`src/rtl/uart_pkg.sv`:
```
// Shared types and constants for the console UART transmitter.
package uart_pkg;

    typedef enum logic [1:0] {
        IDLE,
        START,
        DATA,
        STOP
    } tx_state_t;

    // Start bit + 8 data bits + stop bit.
    localparam int unsigned FRAME_BITS = 10;

endpackage

```
`src/rtl/sync_fifo.sv`:
```
// Single-clock FIFO with same-edge push/pop, registered full/empty flags and
// a first-word-fall-through read port (dout always shows the head entry).
module sync_fifo #(
    parameter int unsigned WIDTH      = 8,
    parameter int unsigned DEPTH_LOG2 = 4
) (
    input  logic                  clk,
    input  logic                  reset,
    input  logic                  push,
    input  logic                  pop,
    input  logic [WIDTH-1:0]      din,
    output logic [WIDTH-1:0]      dout,
    output logic                  full,
    output logic                  empty,
    output logic [DEPTH_LOG2:0]   count
);

    localparam int unsigned DEPTH = 1 << DEPTH_LOG2;
    localparam logic [DEPTH_LOG2:0]   CNT_ONE   = {{DEPTH_LOG2{1'b0}}, 1'b1};
    localparam logic [DEPTH_LOG2:0]   CNT_DEPTH = {1'b1, {DEPTH_LOG2{1'b0}}};
    localparam logic [DEPTH_LOG2-1:0] PTR_ONE   = {{(DEPTH_LOG2-1){1'b0}}, 1'b1};

    logic [WIDTH-1:0]      mem [DEPTH];
    logic [DEPTH_LOG2-1:0] wr_ptr_q;
    logic [DEPTH_LOG2-1:0] rd_ptr_q;
    logic [DEPTH_LOG2:0]   count_q;
    logic [DEPTH_LOG2:0]   count_d;
    logic                  full_q;
    logic                  empty_q;
    logic                  push_ok;
    logic                  pop_ok;

    // A full FIFO still accepts a push when a pop frees the slot on the same edge.
    assign pop_ok  = pop && !empty_q;
    assign push_ok = push && (!full_q || pop_ok);

    // Next occupancy from the accepted push/pop pair.
    always_comb begin
        count_d = count_q;
        if (push_ok && !pop_ok) begin
            count_d = count_q + CNT_ONE;
        end else if (!push_ok && pop_ok) begin
            count_d = count_q - CNT_ONE;
        end
    end

    // Storage write; head read is combinational so the old head is seen on a shared edge.
    always_ff @(posedge clk) begin
        if (push_ok) begin
            mem[wr_ptr_q] <= din;
        end
    end

    // Pointers, count and registered status flags.
    always_ff @(posedge clk) begin
        if (reset) begin
            wr_ptr_q <= '0;
            rd_ptr_q <= '0;
            count_q  <= '0;
            full_q   <= 1'b0;
            empty_q  <= 1'b1;
        end else begin
            if (push_ok) wr_ptr_q <= wr_ptr_q + PTR_ONE;
            if (pop_ok)  rd_ptr_q <= rd_ptr_q + PTR_ONE;
            count_q <= count_d;
            full_q  <= (count_d == CNT_DEPTH);
            empty_q <= (count_d == '0);
        end
    end

    assign dout  = mem[rd_ptr_q];
    assign full  = full_q;
    assign empty = empty_q;
    assign count = count_q;

endmodule

```
`src/rtl/uart_tx_fifo.sv`:
```
// Console UART transmitter: buffers store bytes from the core and sends them
// as 8N1 serial. There is no backpressure, so writes into a full FIFO are
// dropped and remembered in a sticky overflow flag.
module uart_tx_fifo
    import uart_pkg::*;
#(
    parameter int unsigned CLKS_PER_BIT    = 868,
    parameter int unsigned FIFO_DEPTH_LOG2 = 4
) (
    input  logic        clk,
    input  logic        reset,
    input  logic [31:0] uart_din,
    input  logic        uart_we,
    output logic        txd,
    output logic        busy,
    output logic        fifo_empty,
    output logic        fifo_full,
    output logic        overflow
);

    localparam int unsigned BAUD_W = $clog2(CLKS_PER_BIT);
    localparam logic [BAUD_W-1:0] BAUD_LAST = BAUD_W'(CLKS_PER_BIT - 1);
    localparam logic [BAUD_W-1:0] BAUD_ONE  = BAUD_W'(1);
    localparam logic [2:0]        LAST_BIT  = 3'(FRAME_BITS - 3);
    localparam logic [FIFO_DEPTH_LOG2:0] FIFO_CAP = {1'b1, {FIFO_DEPTH_LOG2{1'b0}}};

    tx_state_t            state_q;
    logic [BAUD_W-1:0]    baud_q;
    logic [2:0]           bit_cnt_q;
    logic [7:0]           shift_q;
    logic                 txd_q;
    logic                 busy_q;
    logic                 overflow_q;

    logic [7:0]           fifo_dout;
    logic [FIFO_DEPTH_LOG2:0] fifo_count;
    logic                 fifo_pop;
    logic                 baud_end;
    logic                 drop;
    logic                 unused_din;

    // Only the low byte goes on the line.
    assign unused_din = ^uart_din[31:8];

    assign baud_end = (baud_q == BAUD_LAST);

    // Pop when leaving IDLE, or at the end of a stop bit to chain frames without a gap.
    assign fifo_pop = !fifo_empty &&
                      ((state_q == IDLE) || ((state_q == STOP) && baud_end));

    assign drop = uart_we && !fifo_pop && (fifo_count == FIFO_CAP);

    sync_fifo #(
        .WIDTH      (8),
        .DEPTH_LOG2 (FIFO_DEPTH_LOG2)
    ) u_fifo (
        .clk   (clk),
        .reset (reset),
        .push  (uart_we),
        .pop   (fifo_pop),
        .din   (uart_din[7:0]),
        .dout  (fifo_dout),
        .full  (fifo_full),
        .empty (fifo_empty),
        .count (fifo_count)
    );

    // Frame sequencer: baud timing, LSB-first shifting and registered txd/busy.
    always_ff @(posedge clk) begin
        if (reset) begin
            state_q   <= IDLE;
            baud_q    <= '0;
            bit_cnt_q <= '0;
            shift_q   <= '0;
            txd_q     <= 1'b1;
            busy_q    <= 1'b0;
        end else begin
            case (state_q)
                IDLE: begin
                    if (fifo_pop) begin
                        shift_q <= fifo_dout;
                        txd_q   <= 1'b0;
                        busy_q  <= 1'b1;
                        baud_q  <= '0;
                        state_q <= START;
                    end
                end
                START: begin
                    if (baud_end) begin
                        baud_q    <= '0;
                        txd_q     <= shift_q[0];
                        bit_cnt_q <= '0;
                        state_q   <= DATA;
                    end else begin
                        baud_q <= baud_q + BAUD_ONE;
                    end
                end
                DATA: begin
                    if (baud_end) begin
                        baud_q    <= '0;
                        shift_q   <= shift_q >> 1;
                        bit_cnt_q <= bit_cnt_q + 3'd1;
                        if (bit_cnt_q == LAST_BIT) begin
                            txd_q   <= 1'b1;
                            state_q <= STOP;
                        end else begin
                            txd_q <= shift_q[1];
                        end
                    end else begin
                        baud_q <= baud_q + BAUD_ONE;
                    end
                end
                STOP: begin
                    if (baud_end) begin
                        baud_q <= '0;
                        if (fifo_pop) begin
                            shift_q <= fifo_dout;
                            txd_q   <= 1'b0;
                            state_q <= START;
                        end else begin
                            busy_q  <= 1'b0;
                            state_q <= IDLE;
                        end
                    end else begin
                        baud_q <= baud_q + BAUD_ONE;
                    end
                end
                default: state_q <= IDLE;
            endcase
        end
    end

    // Sticky record of any dropped write; only reset clears it.
    always_ff @(posedge clk) begin
        if (reset) begin
            overflow_q <= 1'b0;
        end else if (drop) begin
            overflow_q <= 1'b1;
        end
    end

    assign txd      = txd_q;
    assign busy     = busy_q;
    assign overflow = overflow_q;

endmodule

```
`config.mk`:
```
export PLATFORM = sky130hd
export DESIGN_NAME = uart_tx_fifo
export DESIGN_NICKNAME = d
export VERILOG_FILES = /design/src/rtl/uart_pkg.sv /design/src/rtl/sync_fifo.sv /design/src/rtl/uart_tx_fifo.sv
export SDC_FILE = /design/constraint.sdc
export NUM_CORES = 1
export LEC_CHECK = 0
export CELL_PAD_IN_SITES_DETAIL_PLACEMENT = 1
export CELL_PAD_IN_SITES_GLOBAL_PLACEMENT = 1
export CORE_ASPECT_RATIO = 1.2
export CORE_MARGIN = 10
export CORE_UTILIZATION = 44
export CTS_CLUSTER_SIZE = 12
export DETAILED_ROUTE_END_ITERATION = 7
export PLACE_DENSITY = 0.75
export SYNTH_ARGS = -nofsm -noshare
export SYNTH_HDL_FRONTEND = slang
export SYNTH_SLANG_ARGS = --single-unit
```
`constraint.sdc`:
```
create_clock -name clk -period 2.8 [get_ports clk]
set_input_delay 0.56 -clock clk [delete_from_list [all_inputs] [get_ports clk]]
set_output_delay 0.56 -clock clk [all_outputs]
set_load 0.05 [all_outputs]
```
Word level (Yosys, flattened, before mapping)
Memories as Yosys holds them, arrays and structs flattened. A register that Yosys moved wholly into a read port is not among the register bits.
Index checks and enable logic that the tools add are counted.

cells by class
  add/sub/neg operators = 6
  multipliers = 0
  div/mod/pow operators = 0
  $lt $le $gt $ge = 0
  equality and inequality tests = 13
  shifts and indexed selects = 0
  mux-type cells = 33
  bitwise operators = 0
  reduce and logical (&&, ||, !) cells = 26

operator list
  cell                     count
  $mux W8                  3
  $pmux W8 S3              1
  $mux W10                 2
  $pmux W10 S2             1
  $ne A2 B2 Y1 const B     6
  $mux W1                  11
  $add A10 B1 Y10 const B  1
  $eq A10 B10 Y1 const B   1
  $eq A5 B5 Y1 const B     2
  $mux W2                  5
  $mux W5                  2
  $reduce_and A3 Y1        3
  $add A4 B1 Y4 const B    2
  $logic_and A1 B1 Y1      8
  $mux W4                  2
  $pmux W2 S4              1
  $mux W3                  2
  $pmux W3 S2              1
  $add A5 B1 Y5 const B    1
  $logic_not A1 Y1         5
  $logic_not A5 Y1         1
  $reduce_and A5 Y1        1
  $sub A5 B1 Y5 const B    1
  $eq A2 B2 Y1 const B     2
  11 further kinds         13

word-level totals
  bits in registers = 41
  latch bits = 0
  memory bits (writable) = 128
  ROM bits = 0
  bits of input ports = 35
  output and inout port bits = 5
  word-level logic and storage cells = 91
  memories = 1

memory list
  memory      words  bits a word  read ports  clocked after memory_dff  wr ports  line             source
  u_fifo.mem  16     8            1           1                         1         sync_fifo.sv:23  logic [WIDTH-1:0] mem [DEPTH];

Longest topological paths before layout
  depth in word-level cells = 12
  gate-level depth with buffers = 10
  depth with buffers taken out = 8

Cells and area by module
A second synthesis with hierarchy kept.

unflattened totals
  cells, all modules = 466
  area, all modules = 7440.9 um2

by module, submodules not included
  module        instances  cells an instance  area an instance (um2)  sequential area each (um2)
  sync_fifo     1          295                5875.6                  4224.1
  uart_tx_fifo  1          171                1565.3                  520.5

Worst setup path before layout
OpenSTA, ideal clock, no wires.

  path type = reg2reg
  from = reg state_q[0]
  to = mem u_fifo.mem[0][0] (enable)
  library setup time = 383 ps
  arrival time = 2286 ps
  required time = 2417 ps
  path slack = 131 ps
  cell stages (with the launch flop) = 9
  buffers on the path = 1
  clock period less this slack = 2669 ps
  cells stage by stage = dfxtp_1 -> inv_1 -> ha_1 -> buf_2 -> nor2b_1 -> a41oi_4 -> a21boi_1 -> nand2_1 -> nor3_1

between the ends
  longest elaborated chain between the ends = 9
  elaborated cells on any way between the ends = 10

RTL lines
  what                             line                source
  from (decl)                      uart_tx_fifo.sv:27  tx_state_t state_q;
  from (signal assigned)           uart_tx_fifo.sv:71  state_q <= IDLE;
  from (signal assigned)           uart_tx_fifo.sv:85  state_q <= START;
  from (signal assigned)           uart_tx_fifo.sv:93  state_q <= DATA;
  $eq A2 B2 Y1                     uart_tx_fifo.sv:49  ((state_q == IDLE) || ((state_q == STOP) && baud_end));
  $logic_and A1 B1 Y1              uart_tx_fifo.sv:49
  $logic_or A1 B1 Y1 *             uart_tx_fifo.sv:49
  $logic_and A1 B1 Y1 *            uart_tx_fifo.sv:48  assign fifo_pop = !fifo_empty &&
  $logic_and A1 B1 Y1 *            sync_fifo.sv:34     assign pop_ok = pop && !empty_q;
  $logic_or A1 B1 Y1 *             sync_fifo.sv:35     assign push_ok = push && (!full_q || pop_ok);
  $logic_and A1 B1 Y1 *            sync_fifo.sv:35
  $mux W1 *                        sync_fifo.sv:49     if (push_ok) begin
  $mux W1 (implied by the code) *  sync_fifo.sv:50     mem[wr_ptr_q] <= din;
  to (decl)                        sync_fifo.sv:23

Every way passes the cells marked *; elsewhere a longest branch is shown, timed or not.

Worst setup path after layout
  from = reg state_q[0]
  to = reg u_fifo.empty_q, in the netlist u_fifo.empty

between the ends
  longest elaborated chain between the ends = 12
  elaborated cells on any way between the ends = 15

RTL lines
  what                   line                source
  $eq A2 B2 Y1           uart_tx_fifo.sv:49
  $logic_and A1 B1 Y1    uart_tx_fifo.sv:49
  $logic_or A1 B1 Y1 *   uart_tx_fifo.sv:49
  $logic_and A1 B1 Y1 *  uart_tx_fifo.sv:48
  $logic_and A1 B1 Y1 *  sync_fifo.sv:34
  $logic_or A1 B1 Y1     sync_fifo.sv:35
  $logic_and A1 B1 Y1    sync_fifo.sv:35
  $logic_not A1 Y1       sync_fifo.sv:42     end else if (!push_ok && pop_ok) begin
  $logic_and A1 B1 Y1    sync_fifo.sv:42
  $mux W5                sync_fifo.sv:42
  $mux W5 *              sync_fifo.sv:40     if (push_ok && !pop_ok) begin
  $logic_not A5 Y1 *     sync_fifo.sv:67     empty_q <= (count_d == '0);
  to (signal assigned)   sync_fifo.sv:67
  to (decl)              sync_fifo.sv:29     logic empty_q;

Marks and branches as above.
A chain may end at the register's enable or synchronous reset.

==> flow_summary.json <==
{
  "outcome": "completed",
  "cts_tree": "done",
  "hold_viol_final": 0,
  "drv_cap": 0,
  "fmaxAchievable_mhz": 422,
  "clkPwrFrac_pct": 31.0,
  "synth_cell_types": 54,
  "finalNetCount": 572,
  "num_rows": 51,
  "rsz0062_at_grt": "false",
  "syn_avg_cell_area_um2": 15.2,
  "post-cts-setup-buffer-count": 0,
  "hold_class": "flip-flop to flip-flop",
  "numClockSinks": 173,
  "fillers": 1602,
  "ys_ff_latch": 173,
  "cts-resized-gates": 0,
  "drc": 0,
  "synth_area_leaders": "edfxtp_1 (52%), dfxtp_1 (12%), mux4_2 (12%), ha_1 (2.9%), nor2_1 (2.4%)",
  "fin_setup_tns_ps": 0,
  "timing.clock.skew_ps": 5.87,
  "area_delta_synth_final_pct": 14.3,
  "setup_viol": 0,
  "place_ws_ps": 305,
  "power.switching_mw": 2.29,
  "viasPerCell": 5.61,
  "timing.final.ws_setup_ps": 428,
  "fp.coreArea_mm2": 0.0163,
  "clockRootBuffer": "clkbuf_16",
  "ys_seq_area_share_pct": 64.6,
  "tightest_slew_ps": 576,
  "synth_top_area_share_pct": 52.3,
  "slew_violations": 0,
  "grt_pass1_wl_mm": 24.6,
  "synthFlopType": "edfxtp_1",
  "cts_buffer_depth": 2,
  "ant_nets": 0,
  "numCtsBuffers": 17,
  "final_area_mm2": 0.00840,
  "path_class": "flip-flop to flip-flop",
  "drive_gt1_share_pct": 21.0,
  "synth-async-reset-ratio_pct": 0,
  "cts.htree.levels": 4,
  "required_ps": 3100,
  "end_kind": "flip-flop",
  "postCtsHoldBufs": 0,
  "synth_edf_count": 128,
  "drtPass1Iterations": 5,
  "antenna_found_initial": 0,
  "synth-warning-count": 0,
  "wl_mm": 15.1,
  "critPathMaxFanout": 9,
  "intPower_mw": 4.88,
  "cp_data_arrival_time_ps": 2680,
  "leakage_nw": 2.80,
  "syn_nets": 535,
  "slew_headroom_pct": 61.5,
  "die_width_um": 138,
  "swShare_pct": 31.9,
  "first_global_vias": 4526,
  "globalRouteOverflowTotal": 0,
  "period_share_pct": 84.7,
  "hpwlAfterDp_mm": 10.5,
  "drt_iter0_markers": 225,
  "p_seq_share_pct": 42.4,
  "diodes": 0,
  "ios": 40,
  "fin_util_pct": 51.4,
  "design.die.area_mm2": 0.0223,
  "port_buffers": 15,
  "gp_congestion": 0.773,
  "grtUsageTotal_pct": 14.3,
  "insertion_delay_ps": 430,
  "placed_area_mm2": 0.00784,
  "start_util_pct": 45.0,
  "powerDensity_mw_per_mm2": 854,
  "syn-cell-area_mm2": 0.00735,
  "netlist_instances": 483,
  "power_frac_comb_pct": 26.6,
  "power.total_mw": 7.17,
  "worst_setup_path_start_kind": "flip-flop",
  "irDropWorstVdd_mv": 0.567,
  "via_count": 4180,
  "grt_max_degree": 36,
  "routedWlPerCell_um": 20.3,
  "fin_crit_ps": 2370,
  "die_height_um": 162,
  "clkTransAtPathRegs_ps": 70,
  "yosys.area.top_type": "edfxtp_1"
}
## worst paths after layout
| path | endpoint | start | depth (start not counted) | slack [ps] |
|---|---|---|---|---|
| max | u_fifo.empty | state_q[0] | 8 | 430 |
| min | bit_cnt_q[2] | bit_cnt_q[2] | 2 | 470 |
| max reg2reg | u_fifo.empty | state_q[0] | 8 | 430 |
| min reg2reg | bit_cnt_q[2] | bit_cnt_q[2] | 2 | 470 |
## critical path, stage by stage, from the launching register on
cell     delay, ps
dfxtp_1        420
inv_1          140
ha_1           230
nor2b_1        180
a41o_1         340
buf_4          210
and3_1         180
o32ai_1        440
o41ai_2        100
## metal layers
metal  GRT usage, %  up-vias  wire length (µm)
met4           5.18        0               226
li1               -     1959                 -
met3           2.70       13               443
met2           24.9       66              8110
met1           16.8     2142              6340
met5              0        -                 0
## synth_stat cells (3+ instances only)
library cell	count
nor2b_1	4
clkbuf_1	9
xnor2_1	3
o21ai_0	12
mux2i_1	4
nand3_1	8
a21oi_1	13
and3_1	10
nand2_1	18
a31oi_1	3
buf_1	6
nor4_1	8
o211ai_1	3
ha_1	17
nand2b_1	5
nand4_1	4
buf_6	6
a22oi_1	5
dfxtp_1	45
inv_1	13
a211oi_1	3
nor2_1	46
nor3_1	23
xor2_1	6
and2_1	4
edfxtp_1	128
mux4_2	40
buf_2	4
## metrics by stage
step | hold slack (ps) | cells
final | 474 | 745
after global routing | 495 | 745
after CTS | 479 | 745
after detailed placement | 472 | 713
after global placement | 449 | 713
after floorplan | 448 | 483
## power by group through the flow
stage	combinational, mW	clock, mW	sequential [mW]
after floorplan	1.37	0	3.13
after global placement	1.84	0	3.08
after detailed placement	1.91	0	3.10
after CTS	1.93	2.27	3.04
after global routing	2.11	2.39	3.06
final	1.91	2.22	3.04
## layout make-up
cell class                      count  area (µm²)  share of cell area (%)
Tap cell                          212         265                    3.16
Sequential cell                   173        4750                    56.5
Multi-Input combinational cell    272        2410                    28.7
Clock buffer                       18         429                    5.11
Clock inverter                     14         125                    1.49
Timing Repair Buffer               43         373                    4.44
Inverter                           13        48.8                   0.581
## placed cells by master, fill, tap and decap left out, types with 4 or more instances in the layout
master           count
edfxtp_1           128
mux4_2              40
buf_4               27
inv_6                6
inv_8                4
clkdlybuf4s50_1     15
and2_1               4
ha_1                17
nor3_1              23
nor2b_1              4
a22oi_1              5
inv_1               13
a21oi_1             13
mux2i_1              4
dfxtp_1             44
xor2_1               6
clkbuf_16           17
nand2b_1             5
nand4_1              4
nand2_1             18
and3_1              10
nor2_1              46
nand3_1              8
o21ai_0             12
nor4_1               8
## logic make-up (layout without fill, tap and decap cells)
logic type	count (synthesis)	after routing	share of synthesized area [%]
muxes	44	44	12.8
DFF	173	173	64.6
xor gates and xnor gates	9	9	1.07
buffers and inverters	38	88	2.62
AOI/OAI and AO/OA	61	61	6.30
adders and majority gates	17	17	2.90
and+or+nand+nor	141	141	9.72
## sequential cells by signal, summed over array words and instances, names as in the netlist, named ones only
signal / count
u_fifo.mem: 128
baud_q: 10
shift_q: 8
u_fifo.count: 5
u_fifo.rd_ptr_q: 4
u_fifo.wr_ptr_q: 4
bit_cnt_q: 3
state_q: 2
busy: 1
overflow: 1
txd: 1
u_fifo.empty: 1
u_fifo.full: 1
(Power assumes the default switching activity.)
